$ cat src/rtl/health_manager.sv
// rtl/health_manager.sv - per-player health, hit acceptance, bar drain and round state
// Displayed health drains toward the true target one step per frame; the round ends once both bars settle.
module health_manager #(
   parameter int MAX_HEALTH    = 200,
   parameter int DRAIN_STEP    = 2,
   parameter int INVULN_FRAMES = 30
) (
   input  logic       vga_clk,
   input  logic       Reset_n,
   input  logic       frame_tick,
   input  logic       round_start,
   input  logic       ryu_hit,
   input  logic [7:0] ryu_dmg,
   input  logic       akuma_hit,
   input  logic [7:0] akuma_dmg,
   output logic       ryu_hit_acc,
   output logic       akuma_hit_acc,
   output logic [7:0] RyuHealth,
   output logic [7:0] AkumaHealth,
   output logic       ko,
   output logic [1:0] winner
);

   localparam int INV_W = (INVULN_FRAMES < 2) ? 1 : $clog2(INVULN_FRAMES + 1);
   localparam logic [7:0]       FULL     = 8'(MAX_HEALTH);
   localparam logic [7:0]       STEP     = 8'(DRAIN_STEP);
   localparam logic [INV_W-1:0] INV_LOAD = INV_W'(INVULN_FRAMES);

   typedef enum logic [1:0] {IDLE, FIGHT, FINISH, KO_S} state_t;

   state_t           state_q, state_d;
   logic [7:0]       ryu_tgt, ryu_tgt_d, akuma_tgt, akuma_tgt_d;
   logic [7:0]       ryu_disp_d, akuma_disp_d;
   logic [INV_W-1:0] ryu_inv, ryu_inv_d, akuma_inv, akuma_inv_d;
   logic             ryu_acc_d, akuma_acc_d, ko_d;
   logic [1:0]       winner_d;
   logic             ryu_ok, akuma_ok, live;

   // Step the bar down by at most STEP without passing the target.
   function automatic logic [7:0] drain(input logic [7:0] d, input logic [7:0] t);
      logic [7:0] diff;
      diff = d - t;
      return (diff > STEP) ? d - STEP : t;
   endfunction

   function automatic logic [7:0] sat_sub(input logic [7:0] t, input logic [7:0] dmg);
      return (t > dmg) ? t - dmg : 8'd0;
   endfunction

   assign live     = (state_q == FIGHT) || (state_q == FINISH);
   assign ryu_ok   = (state_q == FIGHT) && ryu_hit && (ryu_dmg != 8'd0) && (ryu_inv == '0);
   assign akuma_ok = (state_q == FIGHT) && akuma_hit && (akuma_dmg != 8'd0) && (akuma_inv == '0);

   always_comb begin
      state_d      = state_q;
      ryu_tgt_d    = ryu_tgt;
      akuma_tgt_d  = akuma_tgt;
      ryu_disp_d   = RyuHealth;
      akuma_disp_d = AkumaHealth;
      ryu_inv_d    = ryu_inv;
      akuma_inv_d  = akuma_inv;
      ryu_acc_d    = 1'b0;
      akuma_acc_d  = 1'b0;
      winner_d     = winner;

      if (round_start) begin
         state_d      = FIGHT;
         ryu_tgt_d    = FULL;
         akuma_tgt_d  = FULL;
         ryu_disp_d   = FULL;
         akuma_disp_d = FULL;
         ryu_inv_d    = '0;
         akuma_inv_d  = '0;
         winner_d     = 2'b00;
      end else begin
         // Tick uses the pre-hit targets; a same-cycle hit load below overrides the decrement.
         if (live && frame_tick) begin
            ryu_disp_d   = drain(RyuHealth, ryu_tgt);
            akuma_disp_d = drain(AkumaHealth, akuma_tgt);
            if (ryu_inv != '0)   ryu_inv_d   = ryu_inv - 1'b1;
            if (akuma_inv != '0) akuma_inv_d = akuma_inv - 1'b1;
         end
         if (ryu_ok) begin
            ryu_tgt_d = sat_sub(ryu_tgt, ryu_dmg);
            ryu_inv_d = INV_LOAD;
            ryu_acc_d = 1'b1;
         end
         if (akuma_ok) begin
            akuma_tgt_d = sat_sub(akuma_tgt, akuma_dmg);
            akuma_inv_d = INV_LOAD;
            akuma_acc_d = 1'b1;
         end

         case (state_q)
            FIGHT: begin
               if ((ryu_tgt_d == 8'd0) || (akuma_tgt_d == 8'd0)) state_d = FINISH;
            end
            FINISH: begin
               if ((RyuHealth == ryu_tgt) && (AkumaHealth == akuma_tgt)) begin
                  state_d  = KO_S;
                  // A zero Ryu target means Akuma won (10), and vice versa (01).
                  winner_d = {ryu_tgt == 8'd0, akuma_tgt == 8'd0};
               end
            end
            default: state_d = state_q;
         endcase
      end

      ko_d = (state_d == KO_S);
   end

   always_ff @(posedge vga_clk or negedge Reset_n) begin
      if (!Reset_n) begin
         state_q       <= IDLE;
         ryu_tgt       <= FULL;
         akuma_tgt     <= FULL;
         RyuHealth     <= FULL;
         AkumaHealth   <= FULL;
         ryu_inv       <= '0;
         akuma_inv     <= '0;
         ryu_hit_acc   <= 1'b0;
         akuma_hit_acc <= 1'b0;
         ko            <= 1'b0;
         winner        <= 2'b00;
      end else begin
         state_q       <= state_d;
         ryu_tgt       <= ryu_tgt_d;
         akuma_tgt     <= akuma_tgt_d;
         RyuHealth     <= ryu_disp_d;
         AkumaHealth   <= akuma_disp_d;
         ryu_inv       <= ryu_inv_d;
         akuma_inv     <= akuma_inv_d;
         ryu_hit_acc   <= ryu_acc_d;
         akuma_hit_acc <= akuma_acc_d;
         ko            <= ko_d;
         winner        <= winner_d;
      end
   end

endmodule

$ cat config.mk
export PLATFORM = sky130hd
export DESIGN_NAME = health_manager
export DESIGN_NICKNAME = d
export VERILOG_FILES = /design/src/rtl/health_manager.sv
export SDC_FILE = /design/constraint.sdc
export NUM_CORES = 1
export LEC_CHECK = 0
export CORE_UTILIZATION = 28
export DETAILED_ROUTE_END_ITERATION = 6
export GPL_ROUTABILITY_DRIVEN = 0
export PLACE_DENSITY_LB_ADDON = 0.05
export SYNTH_ARGS = -nofsm -noshare
export SYNTH_HDL_FRONTEND = slang
export SYNTH_SLANG_ARGS = --single-unit
$ cat constraint.sdc
create_clock -name vga_clk -period 7.5 [get_ports vga_clk]
set_input_delay 1.5 -clock vga_clk [delete_from_list [all_inputs] [get_ports vga_clk]]
set_output_delay 1.5 -clock vga_clk [all_outputs]
set_load 0.01 [all_outputs]
==> results of run 1 <==
==> layer usage <==
layer,global-route usage,part of all wire,vias to the layer above
met2,0.267,0.46,42
met4,0.0482,0.016,0
met3,0.0268,0.025,12
li1,-,-,1857
met1,0.217,0.50,1725
met5,0,0,-
==> registers in the layout, indices dropped and copies added, names as in the netlist <==
signal	cells
akuma_hit_acc	1
RyuHealth	8
ko	1
state_q	2
ryu_tgt	8
ryu_hit_acc	1
akuma_tgt	8
akuma_inv	5
ryu_inv	5
AkumaHealth	8
winner	2
==> path summary, 6_finish.rpt <==
kind                            cells past startpoint             end         start
max in group asynchronous                           2      state_q[0]       Reset_n
min in group asynchronous                           2     ryu_hit_acc       Reset_n
worst min-delay path                                1      ryu_inv[3]    ryu_inv[3]
worst max-delay path                               11              ko  akuma_dmg[0]
worst max register to register                     10  AkumaHealth[7]  akuma_tgt[0]
worst min register to register                      1      ryu_inv[3]    ryu_inv[3]
==> cell type report <==
class	count	area share
multi-input cells	380	0.538
flip-flops and latches	49	0.257
repair buffers	44	0.0882
well taps	180	0.0467
inverters	52	0.0404
clock buffers	7	0.0296
==> synthesized netlist by cell type (3+ instances only) <==
cell / n
a21o_1: 3
o21a_1: 8
a21oi_1: 37
o21ai_1: 12
xor2_1: 12
a221o_1: 3
o22ai_1: 3
xnor2_1: 4
a2bb2oi_1: 4
nor2_1: 47
o311ai_0: 3
o21ai_0: 23
fa_1: 4
nand2b_1: 14
mux2i_1: 6
nand3_1: 14
inv_1: 52
or3_1: 4
a22oi_1: 3
nor2b_1: 6
nor4_1: 14
a211oi_1: 12
nand2_1: 33
nor3_1: 20
nand4_1: 9
dfrtp_1: 37
or4_1: 4
dfstp_2: 12
clkbuf_1: 7
ha_1: 37
==> cells by family after synthesis <==
logic type | after synthesis
AOI/OAI and AO/OA | 133
xor gates and xnor gates | 17
buffers and inverters | 65
muxes | 8
adders and majority gates | 41
DFF | 49
and+or+nand+nor | 181
==> worst max-delay path, cell delays in order <==
cell and delay [ns]:
clkdlybuf4s50_1 0.45, ha_1 0.24, fa_1 0.41, nand2b_1 0.18, a21oi_1 0.19, nor2b_1 0.16
a211oi_1 0.10, nor3_4 0.26, a22oi_2 0.10, or2_0 0.26, o311a_1 0.30
==> metrics by stage <==
step                hold WS (ns)  cells
finish                     0.512    712
floorplan                  0.460    494
CTS                        0.504    712
global route               0.521    712
global placement           0.487    705
detailed placement         0.496    705
==> report_power, final <==
group          switching, mW  internal, mW  leakage [nW]
combinational          0.713         0.566          1.32
clock                  0.100         0.131        0.0700
sequential             0.119         0.364         0.627
total                  0.932          1.06          2.02
==> metrics.yaml, run 1 <==
outcome: "completed"
ys_warn_count: 0
period_share: 0.530
multi_input_area_um2: 2600
gr-total-overflow: 0
hp-class: "register to register"
rows: 43
worst_pin_slew_ns: 0.912
setup-violations-final: 0
final_core_util: 0.342
final_cell_mix: "inv_1, nor2_1, clkdlybuf4s50_1"
leakagePower_nw: 2.02
cp.arrival_ns: 4.14
final_area_um2: 4830
layout_setup_ws_ns: 3.53
ys_ff_latch: 49
finalClockSkew_ns: 0.00880
ff_latch_area_um2: 1240
die_area_um2: 15100
async_flop_share: 1.00
ctsHoldBuffers: 0
yosys.area.top_type_share: 0.226
via_count: 3636
synth.area.mux_share: 0.0201
maxCapViolCount: 0
synth-simple-area-share: 0.230
die_y_um: 123
postRouteAntennaNets: 0
htree_levels: 2
synthTopCellsByArea: "dfrtp_1, ha_1, dfstp_2"
min_period_ns: 3.97
coreArea_um2: 14100
postCtsSetupBuffers: 0
ir_worst_vdd_uv: 154
critPathCaptureType: "register"
port-buffer-count: 42
die_w_um: 123
synth.distinct_cells: 65
cts.sinks: 49
ys.flop_type: "dfrtp_1"
drv_slew: 0
first_global_vias: 3647
avgSynthCellArea_um2: 8.30
ys_seq_area_frac: 0.303
first_pass_iters: 4
drt_iter0_drc: 174
antenna_found_initial: 0
worst_setup_path_start_kind: "input port"
rsz0062_at_grt: "false"
r2r_setup_slack_ns: 4.22
synth_top_family_by_area: "simple AND/OR/NAND/NOR gates"
drc: 0
diodes: 0
grt.total_usage: 0.162
grt_max_degree: 50
synth_area_um2: 4100
layout.nets: 595
wl_per_cell_um: 15.9
grt_first_pass_wirelength_um: 18800
fin_setup_tns_ns: 0
drt-vias-per-instance: 5.11
postCtsResizedCells: 0
fmax_ghz: 0.252
netlist.top_cell.by_area: "dfrtp_1"
fill_cells: 1474
powerDensity_nw_per_um2: 413
power_mw: 1.99
worstSetupPathType: "input port to register"
wl_um: 11300
finalHoldViolations: 0
layout_commonest_cell: "inv_1"
cp_max_fo: 4
cts.reportedPaths.clkPinSlew_ns: 0.06
cts_root_buffer: "clkbuf_16"
cts_tree: "built"
initial_core_util: 0.291
clock_latency_ns: 0.30
synth_compound_area_frac: 0.212
synthXorXnorAreaFrac: 0.0382
clock_path_buffers: 2
cts_made_buffers: 5
synth_fa_ha_area_frac: 0.132
post-place-ws_ns: 3.22
layout-drive-gt1-share: 0.0658
dp_hpwl_um: 8520
place_area_um2: 4680
syn_nets: 557
worstPathRequired_ns: 7.67
pin_count: 43
maxSlewHeadroom: 0.392
syn2layout_area_growth_pct: 17.7
synth-edff-count: 0
synthCells: 494
No activity file was read; power rests on OpenSTA's default activity.
==> run 2, diff against run 1 <==
Clock period 7.5 ns to 4 ns, I/O delays scaled along.
==> metrics.yaml, run 2 (same netlist as run 1, synthesis figures left out) <==
drt-vias-per-instance: 5.23  # +2.5%
crit_path_max_incr_delay_ns: 0.43  # -0.02 ns
maxSlewHeadroom: 0.435  # +0.0431
via_count: 3769  # +3.7%
worst_pin_slew_ns: 0.848  # -0.0647 ns
postRouteAntennaNets: 0  # unchanged
wl_per_cell_um: 16.5  # +4.1%
cts_root_buffer: "clkbuf_16"
drc: 0  # unchanged
drv_slew: 0  # unchanged
critPathCaptureType: "register"
rsz0062_at_grt: "false"
dp_hpwl_um: 8920  # +4.7%
hp-start: "ryu_inv[3]"
die_area_um2: 15100  # unchanged
path_cells: "clkdlybuf4s50_1 > ha_1 > fa_1 > nand2b_1 > a21oi_1 > nor2b_1 > a211oi_1 > nor3_4 > a22oi_2 > or2_0 > o311a_1"
postCtsResizedCells: 0  # unchanged
grt_max_degree: 45  # -10%
leakagePower_nw: 2.04  # +1.4%
worstPathRequired_ns: 4.18  # -3.49 ns
post-place-ws_ns: 0.461  # -2.76 ns
worstSetupPathType: "input port to register"
pin_count: 43  # unchanged
worstSetupStartpoint: "akuma_dmg[0]"
grt.total_usage: 0.171  # +0.00927
drt_iter0_drc: 198  # +14%
worst_setup_path_start_kind: "input port"
clock_path_buffers: 2  # unchanged
ir_worst_vdd_uv: 214  # +39%
crit_family: "simple AND/OR/NAND/NOR gates"
place_area_um2: 4740  # +1.1%
final_core_util: 0.346  # +0.00355
final_area_um2: 4880  # +1.0%
antenna_found_initial: 0  # unchanged
dp_cells: 712  # +0.99%
cts.sinks: 49  # unchanged
syn2layout_area_growth_pct: 19.0
outcome: "completed"
final_cell_mix: "inv_1, nor2_1, clkdlybuf4s50_1"
setup-violations-final: 0  # unchanged
rows: 43  # unchanged
hp-class: "register to register"
first_pass_iters: 4  # unchanged
diodes: 0  # unchanged
fin_setup_tns_ns: 0  # unchanged
multi_input_area_um2: 2600  # unchanged
initial_core_util: 0.291  # unchanged
fill_cells: 1498  # +1.6%
layout.nets: 602  # +1.2%
layout-drive-gt1-share: 0.0778  # +0.0120
cts_tree: "built"
fmax_ghz: 0.309
critPathBufInv: 1  # unchanged
clock_latency_ns: 0.30  # about the same
layout_setup_ws_ns: 0.761  # -2.77 ns
first_global_vias: 3779  # +3.6%
port-buffer-count: 42  # unchanged
grt_first_pass_wirelength_um: 19800  # +5.6%
postCtsSetupBuffers: 0  # unchanged
cp_max_fo: 4  # unchanged
die_w_um: 123  # unchanged
cp.arrival_ns: 3.42  # -0.72 ns
period_share: 0.810
cts.reportedPaths.clkPinSlew_ns: 0.06  # about the same
ff_latch_area_um2: 1240  # unchanged
ctsHoldBuffers: 0  # unchanged
cts_made_buffers: 5  # unchanged
gr-total-overflow: 0  # unchanged
powerDensity_nw_per_um2: 781  # +89%
wl_um: 11900  # +5.3%
maxCapViolCount: 0  # unchanged
finalHoldViolations: 0  # unchanged
min_period_ns: 3.24
layout_commonest_cell: "inv_1"
finalClockSkew_ns: 0.00940  # +0.000600 ns
cp_slowest_cell: "clkdlybuf4s50_1"
reg2reg_from: "AkumaHealth[0]"
coreArea_um2: 14100  # unchanged
instances_no_fill: 720  # +1.1%
htree_levels: 2  # unchanged
die_y_um: 123  # unchanged
[run 2: cell count changes in the layout (fill, tap and decap cells not counted)]
| cell | before | now |
|---|---|---|
| clkbuf_1 | 1 | 2 |
| buf_4 | 2 | 9 |
| clkinvlp_4 | 0 | 1 |
| clkbuf_8 | 1 | 0 |
[run 2: routing by layer]
layer | share of wire | vias to the layer above | global-route usage
li1 | - | 1871 | -
met1 | 0.50 | 1823 | 0.241
met2 | 0.46 | 66 | 0.272
met3 | 0.037 | 9 | 0.0286
met4 | 0.0087 | 0 | 0.0422
met5 | 0 | - | 0
[run 2: worst paths after layout]
path	end	slack, ns	cells after the start
min in group asynchronous	ryu_inv[4]	0.60	1
setup reg to reg	AkumaHealth[7]	0.89	11
setup / recovery	ko	0.76	11
max in group asynchronous	ryu_tgt[7]	2.55	2
hold / removal	ryu_inv[3]	0.50	1
hold reg to reg	ryu_inv[3]	0.50	1
[run 2: final cells by class]
class | instances | area share
multi-input cells | 380 | 0.532
flip-flops and latches | 49 | 0.255
repair buffers | 51 | 0.0980
well taps | 180 | 0.0462
inverters | 52 | 0.0400
clock buffers | 7 | 0.0272
clock inverters | 1 | 0.00154
[run 2: where the power goes]
| group | internal [mW] | switching, mW |
|---|---|---|
| logic | 1.10 | 1.37 |
| clock network | 0.233 | 0.201 |
| registers | 0.682 | 0.224 |
[run 2: stage by stage]
stage          power (mW)  hold WS (ns)
3_5_place_dp         3.39         0.490
3_3_place_gp         3.39         0.484
6_report             3.81         0.503
5_1_grt              4.21         0.511
2_1_floorplan        2.74         0.460
4_1_cts              3.85         0.498
==> run 3, diff against run 2 <==
Clock period 4 ns to 2.9 ns, I/O delays scaled along.
==> metrics.yaml, run 3 (same netlist as run 1, synthesis figures left out) <==
instances_no_fill: 773  # +7.4%
cts_made_buffers: 5  # unchanged
multi_input_area_um2: 2700  # +3.8%
dp_hpwl_um: 9310  # +4.4%
cts_root_buffer: "clkbuf_16"
postRouteAntennaNets: 0  # unchanged
wl_um: 12300  # +3.7%
cts.sinks: 49  # unchanged
grt_max_degree: 50  # +11%
die_w_um: 123  # unchanged
worst_hold_slack_ns: 0.393  # -0.110 ns
clock_path_buffers: 2  # unchanged
r2r_setup_slack_ns: 0.13  # -0.76 ns
critPathCaptureType: "register"
worstPathRequired_ns: 3.08  # -1.10 ns
post-place-ws_ns: -0.356  # -0.817 ns
drc: 0  # unchanged
layout_commonest_cell: "buf_4"
worstSetupPathType: "input port to register"
layout_setup_ws_ns: 0.0822  # -0.679 ns
rsz0062_at_grt: "true"
fill_cells: 1481  # -1.1%
diodes: 0  # unchanged
gr-total-overflow: 0  # unchanged
leakagePower_nw: 2.35  # +15%
wl_per_cell_um: 16.0  # -3.4%
cts.reportedPaths.clkPinSlew_ns: 0.06  # about the same
outcome: "completed"
layout-drive-gt1-share: 0.196  # +0.118
drt-vias-per-instance: 5.05  # -3.4%
fmax_ghz: 0.355
maxCapViolCount: 0  # unchanged
drt_iter0_drc: 200  # +1.0%
first_pass_iters: 4  # unchanged
port-buffer-count: 42  # unchanged
layout.nets: 655  # +8.8%
finalClockSkew_ns: 0.0148  # +0.00541 ns
die_y_um: 123  # unchanged
cts_tree: "built"
hp-class: "input port to asynchronous set/reset pin"
finalHoldViolations: 0  # unchanged
via_count: 3907  # +3.7%
period_share: 0.972
setup-violations-final: 0  # unchanged
ff_latch_area_um2: 1240  # unchanged
ctsHoldBuffers: 0  # unchanged
dp_cells: 764  # +7.3%
grt_first_pass_wirelength_um: 20100  # +1.2%
final_core_util: 0.384  # +0.0378
clock_latency_ns: 0.31  # about the same
die_area_um2: 15100  # unchanged
first_global_vias: 3907  # +3.4%
cp.arrival_ns: 3.00  # -0.42 ns
htree_levels: 2  # unchanged
worst_pin_slew_ns: 0.728  # -0.119 ns
grt.total_usage: 0.174  # +0.00274
antenna_found_initial: 0  # unchanged
syn2layout_area_growth_pct: 32.0
worst_setup_path_start_kind: "input port"
cp_max_fo: 2  # -2
initial_core_util: 0.291  # unchanged
pin_count: 43  # unchanged
maxSlewHeadroom: 0.514  # +0.0794
ir_worst_vdd_uv: 409  # +92%
min_period_ns: 2.82
rows: 43  # unchanged
final_cell_mix: "buf_4, inv_1, nor2_1"
drv_slew: 0  # unchanged
powerDensity_nw_per_um2: 1080  # +39%
coreArea_um2: 14100  # unchanged
run 3: cell types whose count changed in the layout (fill, tap and decap cells not counted), sizes merged:
cell,before,now
buf,11,64
bufinv,0,1
clkinvlp,1,0
run 3: area by class of cell:
| class | instances | area share |
|---|---|---|
| Timing Repair Buffer | 104 | 0.163 |
| Multi-Input combinational cell | 380 | 0.498 |
| Clock buffer | 7 | 0.0264 |
| Tap cell | 180 | 0.0416 |
| Sequential cell | 49 | 0.229 |
| Clock inverter | 1 | 0.00555 |
| Inverter | 52 | 0.0361 |
run 3: path summary, 6_finish.rpt:
path / start / endpoint / depth (start not counted)
worst max-delay path: akuma_dmg[0] / ko / 11
worst min-delay path: Reset_n / ryu_hit_acc / 2
worst max register to register: AkumaHealth[0] / AkumaHealth[7] / 11
worst min register to register: ryu_inv[3] / ryu_inv[3] / 1
max in group asynchronous: Reset_n / RyuHealth[2] / 2
min in group vga_clk: ryu_inv[3] / ryu_inv[3] / 1
run 3: worst max-delay path: stages:
cell and delay, ns:
clkdlybuf4s50_1 0.44, ha_2 0.20, fa_1 0.38, nand2b_4 0.18, a21oi_4 0.17, nor2b_4 0.15
a211oi_1 0.08, nor3_4 0.16, a22oi_2 0.09, or2_1 0.26, o311a_1 0.29
run 3: repair_timing:
| item | CTS | global route |
|---|---|---|
| setup buffers | 0 | 2 |
| gates resized for setup | 2 | 25 |
| endpoints found under the setup margin | 2 | 10 |
| pin swaps | 1 | 9 |
run 3: per-layer routing:
layer,routed length (µm),global-route usage,vias to the layer above,share of wire
li1,-,-,1977,-
met1,6240,0.240,1870,0.51
met2,5620,0.281,49,0.45
met3,338,0.0309,11,0.027
met4,153,0.0444,0,0.012
met5,0,0,-,0
run 3: where the power goes:
| part | total (mW) | switching [mW] | internal [mW] |
|---|---|---|---|
| logic | 3.96 | 2.06 | 1.90 |
| clock network | 0.708 | 0.276 | 0.432 |
| registers | 1.20 | 0.263 | 0.940 |
run 3: metrics by stage:
step	total power, mW	cell area (µm²)	TNS (ns)
final	5.87	5410	0
after detailed placement	5.04	5130	-1.91
after global placement	5.03	5130	-1.17
after floorplan	3.78	4100	0
after global routing	6.39	5410	-0.0388
after CTS	5.78	5310	-0.00155
